==> config.mk <==
export PLATFORM = sky130hd
export DESIGN_NAME = aftab_mem_read_sequencer
export DESIGN_NICKNAME = d
export VERILOG_FILES = /design/src/rtl/aftab_mem_pkg.sv /design/src/rtl/aftab_opt_adder.sv /design/src/rtl/aftab_mem_read_sequencer.sv
export SDC_FILE = /design/constraint.sdc
export NUM_CORES = 1
export LEC_CHECK = 0
export ABC_AREA = 1
export CORE_ASPECT_RATIO = 1.25
export CORE_MARGIN = 2
export CORE_UTILIZATION = 45
export CTS_CLUSTER_DIAMETER = 100
export DETAILED_ROUTE_END_ITERATION = 10
export DONT_BUFFER_PORTS = 1
export SYNTH_ARGS = -nofsm -noshare
export SYNTH_HDL_FRONTEND = slang
export SYNTH_HIERARCHICAL = 1
export SYNTH_SLANG_ARGS = --single-unit
==> constraint.sdc <==
create_clock -name clk -period 2.04 [get_ports clk]
set_input_delay 0.204 -clock clk [delete_from_list [all_inputs] [get_ports clk]]
set_output_delay 0.204 -clock clk [all_outputs]
set_load 0.01 [all_outputs]
==> src/rtl/aftab_mem_pkg.sv <==
// Shared definitions for the AFTAB byte-serial memory read path: state
// encoding, load-size codes and the size/extension helpers.
package aftab_mem_pkg;

    typedef enum logic [1:0] {
        IDLE = 2'b00,
        REQ  = 2'b01,
        DONE = 2'b10
    } state_t;

    localparam logic [1:0] NBYTES_1 = 2'b00;
    localparam logic [1:0] NBYTES_2 = 2'b01;
    localparam logic [1:0] NBYTES_4 = 2'b11;

    // Index of the final byte lane; the unused code 2'b10 behaves as a word.
    function automatic logic [1:0] last_index(input logic [1:0] nbytes);
        case (nbytes)
            NBYTES_1: last_index = 2'd0;
            NBYTES_2: last_index = 2'd1;
            default:  last_index = 2'd3;
        endcase
    endfunction

    function automatic logic [31:0] extend_load(input logic [31:0] buffer,
                                                input logic [1:0]  last_idx,
                                                input logic        is_unsigned);
        logic [31:0] result;
        result = buffer;
        case (last_idx)
            2'd0:    result[31:8]  = {24{buffer[7]  & ~is_unsigned}};
            2'd1:    result[31:16] = {16{buffer[15] & ~is_unsigned}};
            default: result = buffer;
        endcase
        return result;
    endfunction

endpackage

==> src/rtl/aftab_opt_adder.sv <==
// Address-increment adder: sum = a + b, modulo 2^len.
module aftab_opt_adder #(
    parameter int len = 32
) (
    input  logic [len-1:0] a,
    input  logic [1:0]     b,
    output logic [len-1:0] sum
);

    assign sum = a + len'(b);

endmodule

==> src/rtl/aftab_mem_read_sequencer.sv <==
// Byte-serial load sequencer: one byte per memory handshake, assembled
// little-endian and sign/zero-extended to 32 bits.
module aftab_mem_read_sequencer
    import aftab_mem_pkg::*;
#(
    parameter int len = 32
) (
    input  logic           clk,
    input  logic           rst,
    input  logic           startRead,
    input  logic [len-1:0] addrIn,
    input  logic [1:0]     nBytes,
    input  logic           loadUnsigned,
    input  logic           memReady,
    input  logic [7:0]     memDataIn,
    output logic           memRead,
    output logic [len-1:0] memAddr,
    output logic [31:0]    dataOut,
    output logic           completeRead,
    output logic           busy
);

    state_t         state_reg, state_next;
    logic [len-1:0] addr_reg, addr_next, addr_inc;
    logic [1:0]     byte_cnt_reg, byte_cnt_next;
    logic [1:0]     last_idx_reg, last_idx_next;
    logic           unsigned_reg, unsigned_next;
    logic [31:0]    buffer_reg, buffer_next;

    aftab_opt_adder #(.len(len)) u_addr_inc (
        .a   (addr_reg),
        .b   (2'b01),
        .sum (addr_inc)
    );

    always_ff @(posedge clk or posedge rst) begin
        if (rst) begin
            state_reg    <= IDLE;
            addr_reg     <= '0;
            byte_cnt_reg <= 2'd0;
            last_idx_reg <= 2'd0;
            unsigned_reg <= 1'b0;
            buffer_reg   <= 32'd0;
        end else begin
            state_reg    <= state_next;
            addr_reg     <= addr_next;
            byte_cnt_reg <= byte_cnt_next;
            last_idx_reg <= last_idx_next;
            unsigned_reg <= unsigned_next;
            buffer_reg   <= buffer_next;
        end
    end

    always_comb begin
        state_next    = state_reg;
        addr_next     = addr_reg;
        byte_cnt_next = byte_cnt_reg;
        last_idx_next = last_idx_reg;
        unsigned_next = unsigned_reg;
        buffer_next   = buffer_reg;
        memRead       = 1'b0;
        completeRead  = 1'b0;
        case (state_reg)
            IDLE: begin
                if (startRead) begin
                    addr_next     = addrIn;
                    last_idx_next = last_index(nBytes);
                    unsigned_next = loadUnsigned;
                    byte_cnt_next = 2'd0;
                    buffer_next   = 32'd0;
                    state_next    = REQ;
                end
            end
            REQ: begin
                memRead = 1'b1;
                if (memReady) begin
                    for (int i = 0; i < 4; i++) begin
                        if (byte_cnt_reg == 2'(i))
                            buffer_next[8*i +: 8] = memDataIn;
                    end
                    addr_next = addr_inc;
                    if (byte_cnt_reg == last_idx_reg)
                        state_next = DONE;
                    else
                        byte_cnt_next = byte_cnt_reg + 2'd1;
                end
            end
            DONE: begin
                completeRead = 1'b1;
                state_next   = IDLE;
            end
            default: state_next = IDLE;
        endcase
    end

    // The buffer is only cleared by a new request, so the result holds after DONE.
    assign dataOut = extend_load(buffer_reg, last_idx_reg, unsigned_reg);
    assign memAddr = addr_reg;
    assign busy    = (state_reg != IDLE);

endmodule

# ---- After elaboration in Yosys (flattened, before gate mapping)
# Cells that the tools add are included.
dict set report word_totals {
  register_bits 71
  in_bits 47
  out_inout_bits 67
  wordCells 67
}
dict set report classes {
  addsub 2
  eq_ne 16
  mux 23
  bitwise 3
  n_reduce_logical 14
}
# operator count
set ops {}
lappend ops {{two-way mux 32 bit} 4}
lappend ops {{case mux 32 bit (2 select lines)} 2}
lappend ops {{two-way mux 8 bit} 5}
lappend ops {{adder 32 x 1 -> 32 bit (second input constant)} 1}
lappend ops {{case mux 16 bit (2 select lines)} 1}
lappend ops {{AND reduction 4 bit} 5}
lappend ops {{!= test 2 bit (second input constant)} 8}
lappend ops {{two-way mux 2 bit} 6}
lappend ops {{case mux 2 bit (2 select lines)} 3}
lappend ops {{equality test 2 x 1 -> 1 bit (second input constant)} 4}
lappend ops {{zero test 2 bit} 4}
lappend ops {{equality test 2 bit (second input constant)} 3}
lappend ops {{AND reduction 3 bit} 2}
lappend ops {{nonzero test 2 bit} 2}
lappend ops {{adder 2 x 1 -> 2 bit (second input constant)} 1}
lappend ops {{AND 1 bit} 2}
lappend ops {{equality test 2 bit} 1}
lappend ops {{two-way mux 1 bit} 2}
lappend ops {{AND reduction 2 bit} 1}
lappend ops {{inverter 1 bit} 1}

# ---- Depth between registers and ports, before layout
dict set report logic_depth {
  word_depth 4
  ltp_mapped 11
  mapped_depth_nobuf 11
}

# ---- By module
# The synthesis kept the hierarchy.
# mod instances cells_each area_per_inst_um2 seq_area_each_um2
set by_module_without_submodules {}
lappend by_module_without_submodules {aftab_mem_read_sequencer 1 420 3433.3 1776.7}
lappend by_module_without_submodules {aftab_opt_adder 1 207 1016.0 0.0}

# ---- Worst setup path after synthesis
# OpenSTA, ideal clock, no wires.
dict set report synth_path {
  path_kind {register to register}
  start {reg addr_reg[0], in the netlist memAddr[0]}
  end {reg addr_reg[30], in the netlist memAddr[30]}
  setup_time_ps 82
  arrival_ps 1854
  t_required_ps 1958
  slack_ps 104
  path_stages_with_launch 11
  n_path_buf 0
  period_less_slack_ps 1936
  cell_sequence {dfrtp_1 ha_1 inv_1 fa_1 nor2_4 nand2_4 nor2_8 nand3b_1 nand2_1 nand2_1 a31oi_1}
}
dict set report synth_via {
  elab_chain_len 3
}
# element line_no
set synth_rtl {}
lappend synth_rtl {{from (decl)} aftab_mem_read_sequencer.sv:24} ;# logic [len-1:0] addr_reg, addr_next, addr_inc;
lappend synth_rtl {{from (signal assigned)} aftab_mem_read_sequencer.sv:46} ;# addr_reg <= addr_next;
lappend synth_rtl {{adder 32 x 1 -> 32 bit} aftab_opt_adder.sv:10} ;# assign sum = a + len'(b);
lappend synth_rtl {{net addr_inc[30]} aftab_mem_read_sequencer.sv:24}
lappend synth_rtl {{two-way mux 32 bit} aftab_mem_read_sequencer.sv:76} ;# if (memReady) begin
lappend synth_rtl {{case mux 32 bit (2 select lines)} aftab_mem_read_sequencer.sv:63} ;# case (state_reg)
# The timed path passes the listed nets, and every way through them passes these cells. The select of a mux whose other input is x is not followed.
# A chain may end at the register's enable or synchronous reset.

# ---- Final worst setup path
dict set report layout_path {
  start {reg addr_reg[0], in the netlist memAddr[0]}
  end {reg addr_reg[16], in the netlist memAddr[16]}
}
# Same word-level chain as after synthesis.

==> reports/qor.txt <==
Placed cells: 732
Crit Reg-Reg Startpoint: memAddr[0]
Worst Hold Depth: 2
Core footprint: 0.00961 mm2
Worst EP required: 2300 ps
Final WL: 11800 um
Met2 routed WL: 6060 um
DR WL met3: 719 um
Post-synth EDFFs: 0
Crit-path max FO: 5
Top sig layer: met4
Most frequent cells after synthesis: nand2_1 (256), nor2_1 (88), dfrtp_1 (71), a31oi_1 (32), inv_1 (31)
Largest cells by area after synthesis: dfrtp_1 (40%), nand2_1 (22%), nor2_1 (7.4%)
Core Rows: 40
Area grow syn2layout: 8.75%
Reg2reg path depth: 9
Power Density: 1800 mW/mm2
Post-place setup slack: 11.9 ps
Setup Skew: 3.07 ps
Final min period: 1900 ps
Setup TNS: 0 ps
Share of layout cells above drive strength 1: 9.92%
Critical path capture point type: flip-flop
Nets: 674
Reg2reg end: memAddr[16]
Total CTS buffers: 9
RSZ-0062 raised after global routing: no
IO Port Bufs: 0
Final Power: 8.72 mW
Reg area: 0.00178 mm2
Clk Latency, worst-skew pair: 340 ps
Unique cell type count in the Yosys netlist: 30
Final Hold Vio Count: 0
First-pass GRT wire length: 19100 um
Grt total ovfl: 0
Vias per Instance: 5.27
Hold WC Path Type: input pin to flip-flop
Root buffer cell: clkbuf_16
Status: finished, final reports clean
Asr flop ratio synth: 100%
Startpoint of the worst hold path: addrIn[31]
WL met1: 4780 um
TritonCTS clock tree: done
Starting Density: 46.3%
Max-Cap Viols: 0
Synth Flop Type: dfrtp_1
Worst-case clock buffer depth: 2
Final Util: 50.4%
Num ports: 114
Multi-input gate area in the final layout: 0.00235 mm2
WS Path Type: flip-flop to flip-flop
Die area: 0.0107 mm2
Syn. warnings: 6
Vias in the first global route: 3829
Internal reg-to-reg setup slack: 140 ps
Antenna violations before repair: 0
Hold WS: 16.2 ps
F_max: 527 MHz
Final period util: 93.1%
Most frequent cell after synthesis: nand2_1
Antenna cells: 0
Slew Viols, Final: 0
Final WS setup: 141 ps
Leakage power: 2.40 nW
Fillcell total: 971
Post-synthesis cell count: 627
GP Congestion: 0.908
Via count: 3959
WL per Instance: 15.7 um
CTS clock-pin slew for the worst setup and hold paths: 60 ps
#FFs+latches synth: 71
Mapped cell area: 0.00445 mm2
Largest net degree at the start of global routing: 72
All-Layer GR Usage: 22.9%
Hold EP: memAddr[31]
Die Wd: 92.9 um
Count of final setup violators: 0
Type of origin of the critical path: flip-flop
Initial DRC count: 178
Fin cells: 751
Remaining antenna violation count after routing: 0
Drt pass-1 iters: 5
Number of remaining DRC errors: 0
Num Clock Sinks: 71
Dominant cell type by area after synthesis: dfrtp_1
Register area share after synthesis: 39.9%
Post-synth top area share: 39.9%
Design Area, Final: 0.00484 mm2
Worst-case vdd ir drop: 646 uV
Die Height: 115 um
CP Data Arrival Time: 2160 ps
Post-DP HPWL: 8640 um
H-tree Lvls: 3
Instance area at placement: 0.00450 mm2
Average size of a mapped cell: 7.10 um2
## worst max path at each step
stage,slack (ps),end,from
4_1_cts,10,memAddr[16],memAddr[0]
5_1_grt,5,memAddr[26],memAddr[0]
3_5_place_dp,10,memAddr[14],memAddr[0]
2_1_floorplan,40,buffer_reg[0],rst
6_report,140,memAddr[16],memAddr[0]
3_3_place_gp,100,memAddr[16],memAddr[0]
## power by group
part           leakage, nW  switching (mW)  total [mW]  internal [mW]
Combinational         1.43            2.74        4.15           1.41
Clock                0.136           0.688        1.54          0.851
Sequential           0.839           0.955        3.03           2.08
## placed cells by master, fill, tap and decap left out, types with 2 or more instances in the layout
cell / instances
a21oi_1: 3
a31oi_1: 32
buf_12: 3
buf_4: 8
clkbuf_16: 9
clkinvlp_4: 2
conb_1: 3
dfrtp_1: 71
ha_1: 5
inv_1: 30
inv_2: 3
inv_6: 2
inv_8: 2
nand2_1: 256
nand2_2: 3
nand2_4: 7
nand3_1: 10
nand3b_1: 12
nor2_1: 88
nor2_2: 5
nor2_4: 2
nor3_1: 2
o21ai_0: 11
o21ai_1: 25
o21ai_2: 8
xnor2_1: 8
xor2_1: 6
## layout make-up
| class | instances | share of cell area [%] |
|---|---|---|
| sequential | 71 | 36.7 |
| tap | 126 | 3.26 |
| clock inverter | 7 | 1.32 |
| multi-input combinational | 492 | 48.7 |
| inverter | 34 | 2.69 |
| clock buffer | 9 | 4.65 |
| timing repair buffer | 12 | 2.69 |
## kinds of logic (layout without fill, tap and decap cells)
| kind of cell | after synthesis | count (layout) | share of synthesized area [%] |
|---|---|---|---|
| AND/OR/NAND/NOR | 387 | 387 | 36.4 |
| AO/OA/AOI/OAI | 80 | 80 | 10.8 |
| buffers and inverters | 65 | 62 | 7.45 |
| XOR/XNOR | 15 | 15 | 3.12 |
| adder cells (fa/ha/maj) | 7 | 7 | 2.14 |
| flip-flops | 71 | 71 | 39.9 |
| other | 2 | 3 | 0.169 |
## layer usage
layer | track usage (%) | vias up
met5 | 0 | -
met4 | 7.84 | 0
met3 | 6.49 | 14
met2 | 40.6 | 115
met1 | 26.5 | 1859
li1 | - | 1971
## worst max-delay path, cell delays in order (launching register included)
cell     delay (ps)
dfrtp_1         350
ha_2            200
inv_1            60
fa_2            380
nor2_4          190
nand2_4         130
nor2_2          140
xor2_1          150
nand2_1          70
a31oi_1         160
## repair_timing
item	4_1_cts	5_1_grt
gates resized for setup	1	2
buffers inserted	0	2
endpoints found under the setup margin	16	26
gates cloned	0	0
pin swaps	0	2
endpoints found under the hold margin	71	0
hold buffers	1	0
Power figures use the tool's default switching activity.
